**config.mk**
```make
export PLATFORM = sky130hd
export DESIGN_NAME = fb_port_arbiter
export DESIGN_NICKNAME = d
export VERILOG_FILES = /design/src/rtl/fb_arb_pkg.sv /design/src/rtl/fb_rd_valid_pipe.sv /design/src/rtl/fb_port_arbiter.sv
export SDC_FILE = /design/constraint.sdc
export NUM_CORES = 1
export LEC_CHECK = 0
export BUFFER_PORTS_ARGS = -buffer_cell sky130_fd_sc_hd__buf_2
export CORE_ASPECT_RATIO = 2
export CORE_MARGIN = 8
export CORE_UTILIZATION = 44
export CTS_CLUSTER_DIAMETER = 50
export DETAILED_ROUTE_END_ITERATION = 8
export GPL_TIMING_DRIVEN = 0
export HOLD_SLACK_MARGIN = 0.06
export PLACE_DENSITY_LB_ADDON = 0.25
export SLEW_MARGIN = 0
export SYNTH_ARGS = -nofsm -noshare
export SYNTH_HDL_FRONTEND = slang
export SYNTH_SLANG_ARGS = --single-unit
```
**constraint.sdc**
```tcl
create_clock -name VGA_CLK -period 1.55 [get_ports VGA_CLK]
set_clock_uncertainty 0.05 [all_clocks]
set_input_delay 0.2325 -clock VGA_CLK [delete_from_list [all_inputs] [get_ports VGA_CLK]]
set_output_delay 0.2325 -clock VGA_CLK [all_outputs]
set_load 0.005 [all_outputs]
```
**src/rtl/fb_arb_pkg.sv**
```systemverilog
// fb_arb_pkg
//   Shared types and default constants for the frame-buffer port arbiter.
//   Contents:
//     fb_state_e        arbiter FSM state (IDLE, READ, WRITE, FORCE_WR)
//     FB_*_DEF          default values for ADDR_W, DATA_W, MEM_LAT, STARVE_MAX
package fb_arb_pkg;

    localparam int unsigned FB_ADDR_W_DEF     = 19;  // 640x480 = 307200 words
    localparam int unsigned FB_DATA_W_DEF     = 24;  // RGB888
    localparam int unsigned FB_MEM_LAT_DEF    = 2;
    localparam int unsigned FB_STARVE_MAX_DEF = 8;

    typedef enum logic [1:0] {
        IDLE     = 2'd0,
        READ     = 2'd1,
        WRITE    = 2'd2,
        FORCE_WR = 2'd3
    } fb_state_e;

endpackage

```
**src/rtl/fb_rd_valid_pipe.sv**
```systemverilog
// fb_rd_valid_pipe
//   MEM_LAT-deep valid delay line for the frame-buffer read return path.
//   The last stage marks the cycle in which rdata_i carries the pixel for a
//   read granted MEM_LAT cycles earlier; data_o passes rdata_i through in
//   that cycle and holds the last returned pixel otherwise.
//   Ports:
//     VGA_CLK, RESET   clock, synchronous active-high reset
//     vld_i            read granted this cycle
//     rdata_i          frame-buffer read data
//     vld_o            returned pixel valid
//     data_o           returned pixel
module fb_rd_valid_pipe
    import fb_arb_pkg::*;
#(
    parameter int unsigned MEM_LAT = FB_MEM_LAT_DEF,
    parameter int unsigned DATA_W  = FB_DATA_W_DEF
) (
    input  logic              VGA_CLK,
    input  logic              RESET,
    input  logic              vld_i,
    input  logic [DATA_W-1:0] rdata_i,
    output logic              vld_o,
    output logic [DATA_W-1:0] data_o
);

    logic [MEM_LAT-1:0] vld_q;
    logic [DATA_W-1:0]  data_q;

    always_ff @(posedge VGA_CLK) begin
        if (RESET) begin
            vld_q  <= '0;
            data_q <= '0;
        end else begin
            vld_q[0] <= vld_i;
            for (int i = 1; i < MEM_LAT; i++) begin
                vld_q[i] <= vld_q[i-1];
            end
            if (vld_q[MEM_LAT-1]) begin
                data_q <= rdata_i;
            end
        end
    end

    assign vld_o  = vld_q[MEM_LAT-1];
    // Pass-through in the valid cycle keeps the read latency at exactly MEM_LAT.
    assign data_o = vld_o ? rdata_i : data_q;

endmodule

```
**src/rtl/fb_port_arbiter.sv**
```systemverilog
// fb_port_arbiter
//   Single-port frame-buffer arbiter between the display read stream and the
//   UDP-side pixel write stream. Grants are combinational from the requests
//   and registered state; the memory port is registered one cycle after the
//   grant. Read has priority (display deadline).
//   Build option: FB_PORT_ARBITER_STARVE_GUARD_EN adds a starve counter that
//   forces a pending write through after STARVE_MAX consecutive read grants.
//   Without it, reads have strict priority.
//   Ports:
//     VGA_CLK, RESET                 clock, synchronous active-high reset
//     rd_req_i, rd_addr_i            display read request / address
//     rd_gnt_o                       read accepted this cycle
//     rd_valid_o, rd_data_o          read return, MEM_LAT cycles after rd_gnt_o
//     wr_req_i, wr_addr_i, wr_data_i write request / address / pixel
//     wr_gnt_o                       write accepted this cycle
//     mem_en_o, mem_we_o             frame-buffer enable / write enable
//     mem_addr_o, mem_wdata_o        frame-buffer address / write data
//     mem_rdata_i                    frame-buffer read data
//
//   state    | meaning
//   ---------+-------------------------------------------
//   IDLE     | no grant last cycle
//   READ     | read granted last cycle
//   WRITE    | write granted last cycle (normal priority)
//   FORCE_WR | write granted last cycle by the starve guard
module fb_port_arbiter
    import fb_arb_pkg::*;
#(
    parameter int unsigned ADDR_W     = FB_ADDR_W_DEF,
    parameter int unsigned DATA_W     = FB_DATA_W_DEF,
    parameter int unsigned MEM_LAT    = FB_MEM_LAT_DEF,
    parameter int unsigned STARVE_MAX = FB_STARVE_MAX_DEF
) (
    input  logic              VGA_CLK,
    input  logic              RESET,
    input  logic              rd_req_i,
    input  logic [ADDR_W-1:0] rd_addr_i,
    output logic              rd_gnt_o,
    output logic [DATA_W-1:0] rd_data_o,
    output logic              rd_valid_o,
    input  logic              wr_req_i,
    input  logic [ADDR_W-1:0] wr_addr_i,
    input  logic [DATA_W-1:0] wr_data_i,
    output logic              wr_gnt_o,
    output logic              mem_en_o,
    output logic              mem_we_o,
    output logic [ADDR_W-1:0] mem_addr_o,
    output logic [DATA_W-1:0] mem_wdata_o,
    input  logic [DATA_W-1:0] mem_rdata_i
);

    if (MEM_LAT == 0 || MEM_LAT > 4 || STARVE_MAX == 0 || STARVE_MAX > 255) begin : g_param_check
        $error("fb_port_arbiter: MEM_LAT must be 1..4 and STARVE_MAX 1..255");
    end

    fb_state_e         state_q, state_d;
    logic              rd_gnt, wr_gnt, force_wr;
    logic [ADDR_W-1:0] mem_addr_q, mem_addr_d;
    logic [DATA_W-1:0] mem_wdata_q, mem_wdata_d;

`ifdef FB_PORT_ARBITER_STARVE_GUARD_EN
    localparam logic [7:0] STARVE_MAX_C = 8'(STARVE_MAX);

    logic [7:0] starve_q, starve_d;

    assign force_wr = wr_req_i && (starve_q == STARVE_MAX_C);

    always_comb begin
        starve_d = starve_q;
        if (!wr_req_i || wr_gnt) begin
            starve_d = '0;
        end else if (rd_gnt && (starve_q != STARVE_MAX_C)) begin
            starve_d = starve_q + 8'd1;
        end
    end

    always_ff @(posedge VGA_CLK) begin
        if (RESET) begin
            starve_q <= '0;
        end else begin
            starve_q <= starve_d;
        end
    end
`else
    assign force_wr = 1'b0;
`endif

    // Grants are gated by RESET because they are combinational from the
    // requests, which the requesters may keep asserted through reset.
    always_comb begin
        rd_gnt      = 1'b0;
        wr_gnt      = 1'b0;
        state_d     = IDLE;
        mem_addr_d  = mem_addr_q;
        mem_wdata_d = mem_wdata_q;
        if (!RESET) begin
            wr_gnt = wr_req_i && (!rd_req_i || force_wr);
            rd_gnt = rd_req_i && !wr_gnt;
        end
        if (wr_gnt) begin
            state_d     = force_wr ? FORCE_WR : WRITE;
            mem_addr_d  = wr_addr_i;
            mem_wdata_d = wr_data_i;
        end else if (rd_gnt) begin
            state_d    = READ;
            mem_addr_d = rd_addr_i;
        end
    end

    always_ff @(posedge VGA_CLK) begin
        if (RESET) begin
            state_q     <= IDLE;
            mem_addr_q  <= '0;
            mem_wdata_q <= '0;
        end else begin
            state_q     <= state_d;
            mem_addr_q  <= mem_addr_d;
            mem_wdata_q <= mem_wdata_d;
        end
    end

    // The state records last cycle's grant, which is exactly this cycle's
    // memory access.
    assign mem_en_o    = (state_q != IDLE);
    assign mem_we_o    = (state_q == WRITE) || (state_q == FORCE_WR);
    assign mem_addr_o  = mem_addr_q;
    assign mem_wdata_o = mem_wdata_q;
    assign rd_gnt_o    = rd_gnt;
    assign wr_gnt_o    = wr_gnt;

    fb_rd_valid_pipe #(
        .MEM_LAT (MEM_LAT),
        .DATA_W  (DATA_W)
    ) u_rd_pipe (
        .VGA_CLK (VGA_CLK),
        .RESET   (RESET),
        .vld_i   (rd_gnt),
        .rdata_i (mem_rdata_i),
        .vld_o   (rd_valid_o),
        .data_o  (rd_data_o)
    );

endmodule

```
==> results of run 1 <==
==> worst max path at each step <==
stage,to,slack (ps),cells after the start
after floorplan,u_rd_pipe.data_q[20]$_SDFF_PP0_,260,4
after global placement,rd_gnt_o,-50,4
after detailed placement,rd_gnt_o,-40,4
after CTS,rd_data_o[19],-160,4
after global routing,rd_data_o[19],-160,4
final,rd_data_o[19],-120,4
==> metrics by stage <==
step / hold WS (ps) / instance area, um^2
floorplan: 318.5 / 2838
global placement: 372.6 / 3741
detailed placement: 379.4 / 3741
CTS: 73.16 / 4219
global route: 87.56 / 4399
finish: 89.76 / 4399
==> power breakdown <==
part           leakage [nW]  switching (mW)  internal [mW]  total [mW]
Combinational          1.45           0.266          0.391       0.657
Sequential            0.583          0.0377           1.92        1.96
Clock                 0.160           0.716           1.49        2.21
Total                  2.19            1.02           3.80        4.82
==> cells by family (layout without fill, tap and decap cells) <==
group,Yosys count,count (layout)
AOI/OAI and AO/OA,24,24
muxes,62,62
DFF,71,71
and+or+nand+nor,100,100
buffers and inverters,23,202
==> layout by cell type, fill, tap and decap left out <==
cell type	netlist	layout
nor2b_1	29	29
clkbuf_16	0	10
nor2_1	21	21
nand2b_1	1	1
mux2_2	29	9
or2_2	1	1
dfxtp_2	0	1
nand2_1	48	48
a21oi_1	24	24
clkbuf_8	0	2
clkbuf_1	9	9
buf_8	0	3
dfxtp_1	71	70
buf_16	0	1
clkinv_2	0	1
bufinv_16	0	2
buf_4	1	2
buf_6	4	27
mux2_4	10	34
mux2i_1	19	19
buf_2	9	143
clkbuf_2	0	2
==> worst register-to-register path: stages (launching register included) <==
cell	delay, ps
dfxtp_2	330
buf_8	140
buf_6	140
mux2_4	320
buf_4	140
nor2b_1	110
==> what timing repair did <==
| item | in CTS | in global routing |
|---|---|---|
| resized for setup | 28 | 30 |
| buffers inserted | 1 | 1 |
| setup endpoints to repair | 26 | 24 |
| cloned | 1 | 1 |
==> flip-flops by register name (all words and copies together) (netlist names) <==
name and count:
mem_addr_o 19, u_rd_pipe.data_q 24, state_q 2, mem_wdata_o 24, u_rd_pipe.vld_q 2
==> layout make-up <==
| cell class | count | area (um^2) | share of cell area |
|---|---|---|---|
| clock inverters | 3 | 65.06 | 0.01479 |
| flip-flops and latches | 71 | 1423 | 0.3234 |
| well taps | 86 | 107.6 | 0.02446 |
| clock buffers | 13 | 260.3 | 0.05916 |
| multi-input cells | 186 | 1375 | 0.3126 |
| plain buffers | 23 | 151.4 | 0.03441 |
| repair buffers | 163 | 1017 | 0.2312 |
==> layer usage <==
layer | vias to the layer above | part of all wire | global-route usage
met4 | 0 | 0.018 | 0.07957
met5 | - | 0 | 0
met2 | 113 | 0.54 | 0.3324
met1 | 1157 | 0.36 | 0.1624
li1 | 1263 | - | -
met3 | 13 | 0.083 | 0.08359
==> impl_results.md, run 1 <==
* Outcome: finished with violations
* Failing checks: negative setup slack
* WS Path Type: register to output port
* Gr ovfl total at 0
* Fillers at 516
* Crit path from: u_rd_pipe.vld_q[1]$_SDFF_PP0_
* GRT Resource Usage Total at 0.1815
* Seq/Total Area, Yosys at 0.5009
* YS warnings at 0
* Clock tree buffer depth at 2
* Synth Area in Compound Gates at 0.04233
* Final std cells w/o fill at 545
* Final Util at 0.7029
* Mapped cell area at 0.002838 mm^2
* Xor/xnor share of the synthesized area at 0
* Top Ports at 162
* Fin nets at 544
* Final min period at 1666 ps
* Seq cells post-synth at 71
* Worst Hold Class: primary input to register
* Most common cell in the netlist: dfxtp_1
* Via count at 2,546
* Final Hold Viols at 0
* Initial DRC Count at 138
* Crit path cell chain: buf_8, clkbuf_16, mux2_4, buf_6
* Worst Max-Slew Pin Slew at 466.1 ps
* Vias in the first global route at 2,732
* Gate Count Post-Synth at 280
* Root Buffer: clkbuf_16
* Worst r2r path cells at 5
* Hold path endpoint: mem_wdata_o[13]$_SDFFE_PP0N_
* P&R area growth vs syn at 55.03%
* Pwr dens at 1096 mW/mm^2
* Startpoint type of the worst setup path: register
* Reg clk slew, reported paths at 50 ps
* # clock sinks at 71
* Vias/cell at 4.672
* Buf+Inv Stages, Crit Path at 3
* Routed length per instance at 15.80 um
* Cts hold-fix bufs at 0
* DP Wirelength at 6342 um
* Initial antenna violation count at 0
* Starting Density at 0.4534
* Post-synthesis mux area share at 0.2509
* Worst slack, placed at -38.43 ps
* Row cnt at 41
* CP required at 1270 ps
* Fin. max-slew vios at 0
* Period utilization at 1.075
* Layout cells sized above 1 at 0.5185
* CTS tree: built
* First-pass GRT wire length at 13,180 um
* Syn_area_per_cell at 10.13 um^2
* Peak supply drop at 934.9 uV
* H-Tree Depth at 3
* Fraction of registers with async set/reset at 0
* Adder-Cell Fraction of Synth Area at 0
* Relative slew slack at 0.6893
* Crit Reg-Reg Startpoint: u_rd_pipe.vld_q[1]$_SDFF_PP0_
* Setup TNS at -2422 ps
* Flop-to-flop setup slack at 200 ps
* Crit Path Max Fanout at 5
* R2R Path End: u_rd_pipe.data_q[22]$_SDFF_PP0_
* Placed cell count at 525
* Syn_nets at 370
* GP Congestion at 0.7485
* Worst-Skew Late Latency at 330 ps
* Post-synthesis simple-gate area fraction at 0.1596
* Total Power at 4.822 mW
* Die area at 0.009431 mm^2
* Most used DFF post-synth: dfxtp_1
* Hold Path Origin: wr_data_i[13]
* Max cap viols at 0
* Chip height at 129.6 um
* ANT cells at 0
* Number of flops mapped to enable cells by yosys at 0
* Most common library cells after synthesis: dfxtp_1 (71), nand2_1 (48), mux2_2 (29), nor2b_1 (29), a21oi_1 (24)
* Total routed wirelength at 8611 um
* Largest family of logic cells by synthesized area: multiplexers
* CP top delay family: buffers and inverters
* RSZ-0062 raised after global routing: yes
* Area fraction of the dominant cell type after synthesis at 0.5009
* Final setup vio count at 24
* Routed Antenna Nets at 0
* DRT Pass-1 Iters at 4
* Largest net degree at the start of global routing at 12
* Top cells by area, synth: dfxtp_1 (50%), mux2_2 (12%), mux2i_1 (6.7%)
* TritonCTS Buffers at 9
* Port-buffer cells at 159
* Unique masters post-synth at 15
* DR DRC count at 0
* Chip width at 72.79 um
* Area leader, netlist: dfxtp_1
* Number of cells on the worst hold path at 3
* Final setup margin at -116.3 ps
* Max stage delay on crit path at 330 ps
* Fmax at 600.1 MHz
* CP max-delay cell: dfxtp_2
* Core area at 0.006259 mm^2
* Crit path DAT at 1380 ps
* Crit end category: output port
* Static Leak at 2.189 nW
Power figures use the tool's default switching activity.
==> run 2: changes to the inputs <==
- TNS_END_PERCENT: default -> 30
==> impl_results.md, run 2 (synthesis results as in run 1) <==
* Outcome: finished with violations
* Failing checks: negative setup slack
* Largest net degree at the start of global routing at 12
* Pwr dens at 1098 mW/mm^2
* Worst r2r path cells at 4
* Die area at 0.009431 mm^2
* Worst-Skew Late Latency at 330 ps
* Relative slew slack at 0.6897
* Buf+Inv Stages, Crit Path at 3
* Worst Max-Slew Pin Slew at 465.4 ps
* P&R area growth vs syn at 54.76%
* Final setup margin at -118.6 ps
* TritonCTS Buffers at 9
* GP Congestion at 0.7485
* Top Ports at 162
* Worst Setup EP: rd_data_o[19]
* Row cnt at 41
* Area of the multi-input gates at 0.001375 mm^2
* Max cap viols at 0
* CTS tree: built
* CP top delay family: buffers and inverters
* Final min period at 1669 ps
* Fillers at 520
* Final Hold Viols at 0
* # clock sinks at 71
* DP Wirelength at 6342 um
* Vias in the first global route at 2,731
* R2R Path End: u_rd_pipe.data_q[5]$_SDFF_PP0_
* Worst Hold Class: primary input to register
* Starting Density at 0.4534
* Reg clk slew, reported paths at 50 ps
* Setup TNS at -2465 ps
* Crit path DAT at 1390 ps
* Core area at 0.006259 mm^2
* Initial antenna violation count at 0
* Static Leak at 2.184 nW
* CP max-delay cell: dfxtp_2
* CP required at 1270 ps
* Fin nets at 543
* DRT Pass-1 Iters at 4
* Crit Reg-Reg Startpoint: u_rd_pipe.vld_q[1]$_SDFF_PP0_
* ANT cells at 0
* Peak supply drop at 934.9 uV
* DR DRC count at 0
* Gr ovfl total at 0
* First-pass GRT wire length at 13,180 um
* Sequential cell area at 0.001423 mm^2
* Period utilization at 1.077
* Most common cell after layout, fill and taps aside: buf_2
* Via count at 2,532
* Final Util at 0.7017
* Initial DRC Count at 130
* Fmax at 599.3 MHz
* Clock tree buffer depth at 2
* Routed Antenna Nets at 0
* CP Depth at 4
* Flop-to-flop setup slack at 290 ps
* Chip width at 72.79 um
* Total routed wirelength at 8546 um
* Chip height at 129.6 um
* Final setup vio count at 24
* GRT Resource Usage Total at 0.1815
* Crit Path Max Fanout at 5
* Vias/cell at 4.654
* Crit path from: u_rd_pipe.vld_q[1]$_SDFF_PP0_
* Startpoint type of the worst setup path: register
* Port-buffer cells at 159
* Crit end category: output port
* H-Tree Depth at 3
* WS Path Type: register to output port
* Crit path cell chain: buf_8, clkbuf_16, mux2_4, buf_6
* Commonest cells after routing, fill and taps aside: buf_2 (143), dfxtp_1 (70), nand2_1 (48)
* Layout cells sized above 1 at 0.5175
* Routed length per instance at 15.71 um
* RSZ-0062 raised after global routing: yes
* Fin. max-slew vios at 0
* Root Buffer: clkbuf_16
* Max stage delay on crit path at 340 ps
run 2: cell count changes in the layout (fill, tap and decap cells not counted):
cell / before / now
buf_4: 2 / 1
run 2: tightest hold or removal path, cell delays in order:
cell     delay (ps)
buf_2            90
nand2_1          40
a21oi_1          50
run 2: worst min path at each step:
| stage | from | to | slack, ps | depth (start not counted) |
|---|---|---|---|---|
| CTS | wr_data_i[5] | mem_wdata_o[5]$_SDFFE_PP0N_ | 70 | 3 |
| detailed placement | u_rd_pipe.vld_q[0]$_SDFF_PP0_ | u_rd_pipe.vld_q[1]$_SDFF_PP0_ | 380 | 1 |
| global route | wr_data_i[1] | mem_wdata_o[1]$_SDFFE_PP0N_ | 90 | 3 |
| finish | wr_data_i[13] | mem_wdata_o[13]$_SDFFE_PP0N_ | 90 | 3 |
| global placement | u_rd_pipe.vld_q[0]$_SDFF_PP0_ | u_rd_pipe.vld_q[1]$_SDFF_PP0_ | 370 | 1 |
| floorplan | wr_data_i[0] | mem_wdata_o[0]$_SDFFE_PP0N_ | 320 | 2 |
run 2: repair_timing:
item                       4_1_cts  5_1_grt
buffers inserted                 1        0
hold buffers                     0        0
gates resized for setup         28       30
gates cloned                     1        1
setup endpoints to repair       26       24
run 2: cell type report:
type                            instances  area share
Clock inverter                          3     0.01481
Sequential cell                        71      0.3239
Timing Repair Buffer                  162      0.2299
Multi-Input combinational cell        186      0.3131
Clock buffer                           13     0.05926
Tap cell                               86     0.02450
Buffer                                 23     0.03447
run 2: power breakdown:
| group | internal, mW | switching [mW] | leakage (nW) |
|---|---|---|---|
| sequential | 1.92 | 0.0375 | 0.583 |
| combinational | 0.389 | 0.265 | 1.44 |
| clock | 1.49 | 0.719 | 0.160 |
run 2: metal layers:
layer	up-vias	part of all wire	GRT usage
met4	0	0.018	0.07957
met5	-	0	0
li1	1262	-	-
met2	111	0.54	0.3324
met3	13	0.086	0.08359
met1	1146	0.35	0.1624
run 2: stage by stage:
step,area (um^2),worst slack [ps],hold slack (ps),cells,total power [mW]
final,4392,-118.6,89.72,544,4.822
after global routing,4392,-160.9,87.56,544,5.011
after CTS,4219,-163.5,73.16,543,4.825
after detailed placement,3741,-38.43,379.4,525,2.554
after global placement,3741,-47.18,372.6,525,2.541
after floorplan,2838,261.4,318.5,280,2.286
==> run 3: changes to the inputs <==
- CORE_ASPECT_RATIO: 2 -> default
==> impl_results.md, run 3 (synthesis results as in run 1) <==
* Initial antenna violation count at 0
* Top Ports at 162
* Starting Density at 0.4521
* Sequential power share at 0.443
* Outcome: finished with violations
* Startpoint type of the worst setup path: register
* Period utilization at 1.102
* Psw at 0.9946 mW
* DP Wirelength at 6105 um
* Total routed wirelength at 8367 um
* GP Congestion at 0.7110
* Static Leak at 2.164 nW
* Chip width at 96.31 um
* Pwr dens at 1020 mW/mm^2
* # clock sinks at 71
* Setup TNS at -2995 ps
* Worst-Skew Late Latency at 330 ps
* Via count at 2,537
* Initial DRC Count at 53
* Final setup vio count at 24
* Total Power at 4.408 mW
* Die area at 0.009275 mm^2
* Most common cell after layout, fill and taps aside: buf_2
* Core area at 0.006277 mm^2
* Placed cell count at 516
* Chip height at 96.31 um
* P&R area growth vs syn at 52.34%
* Final Util at 0.6887
* GRT Resource Usage Total at 0.1704
* Max cap viols at 0
* Relative slew slack at 0.6836
* RSZ-0062 raised after global routing: yes
* Fmax at 585.5 MHz
* Cts hold-fix bufs at 0
* Commonest cells after routing, fill and taps aside: buf_2 (144), dfxtp_1 (70), nand2_1 (48)
* H-Tree Depth at 3
* Clock tree buffer depth at 2
* Reg clk slew, reported paths at 80 ps
* Final setup margin at -157.8 ps
* Worst Hold Class: primary input to register
* Combinational share of power at 0.149
* Worst Max-Slew Pin Slew at 474.7 ps
* Row cnt at 29
* Post-layout instance area at 0.004323 mm^2
* Port-buffer cells at 159
* Gr ovfl total at 0
* WS Path Type: register to output port
* Final min period at 1708 ps
* Switching Share at 0.2256
* Final Hold Viols at 0
* Fin nets at 547
* TritonCTS Buffers at 9
* Failing checks: negative setup slack
* Final std cells w/o fill at 539
* Routed length per instance at 15.52 um
* CTS tree: built
* Vias/cell at 4.707
* ANT cells at 0
* Fin. max-slew vios at 0
* Routed Antenna Nets at 0
* Largest net degree at the start of global routing at 13
* Crit path DAT at 1430 ps
* Hold Slack at 77.83 ps
* Root Buffer: clkbuf_8
* Instance area at placement at 0.003730 mm^2
* Crit Path Max Fanout at 7
* Vias in the first global route at 2,704
* Crit end category: output port
* CP required at 1270 ps
* Worst slack, placed at -10.90 ps
* Clock network fraction of design power at 0.408
* Peak supply drop at 617.2 uV
* DRT Pass-1 Iters at 4
* First-pass GRT wire length at 12,260 um
* DR DRC count at 0
* Layout cells sized above 1 at 0.5238
* Cell Int Power at 3.414 mW
run 3: cell types whose count changed in the layout (fill, tap and decap cells not counted), sizes merged:
cell / before / now
clkbuf: 23 / 20
bufinv: 2 / 3
buf: 175 / 179
clkinv: 1 / 2
clkinvlp: 0 / 1
run 3: final cells by class:
class                   count  area [um^2]
fillers                   526         1954
flip-flops and latches     71         1423
multi-input cells         186         1375
repair buffers            166         1033
plain buffers              23        150.1
clock buffers              10        137.6
clock inverters             6        107.6
well taps                  77        96.34
run 3: routing by layer:
metal | vias to the layer above | GRT usage | share of wire
li1 | 1264 | - | -
met1 | 1159 | 0.1777 | 0.38
met2 | 103 | 0.2974 | 0.50
met3 | 11 | 0.07566 | 0.10
met4 | 0 | 0.06053 | 0.014
met5 | - | 0 | 0
run 3: worst max-delay path: stages, from the launching register on:
cell and delay, ps:
dfxtp_2 350, buf_8 150, clkbuf_16 160, mux2_4 320, buf_6 120
run 3: worst paths after layout:
kind / start / endpoint / slack [ps] / depth (start not counted)
worst max register to register: u_rd_pipe.vld_q[1]$_SDFF_PP0_ / u_rd_pipe.data_q[11]$_SDFF_PP0_ / 170 / 5
worst min-delay path: wr_data_i[21] / mem_wdata_o[21]$_SDFFE_PP0N_ / 80 / 3
worst min register to register: mem_wdata_o[23]$_SDFFE_PP0N_ / mem_wdata_o[23]$_SDFFE_PP0N_ / 400 / 2
worst max-delay path: u_rd_pipe.vld_q[1]$_SDFF_PP0_ / rd_data_o[2] / -160 / 4
run 3: power groups by stage:
stage / logic (mW) / clock network, mW / registers [mW]
2_1_floorplan: 0.291 / 0 / 1.99
3_3_place_gp: 0.550 / 0 / 1.99
3_5_place_dp: 0.562 / 0 / 1.99
4_1_cts: 0.617 / 1.83 / 1.95
5_1_grt: 0.719 / 1.91 / 1.96
6_report: 0.657 / 1.80 / 1.95
run 3: what timing repair did:
| action | in CTS | in global routing |
|---|---|---|
| cloned | 1 | 1 |
| gates resized for setup | 30 | 26 |
| setup endpoints to repair | 25 | 25 |
| buffers inserted | 5 | 0 |
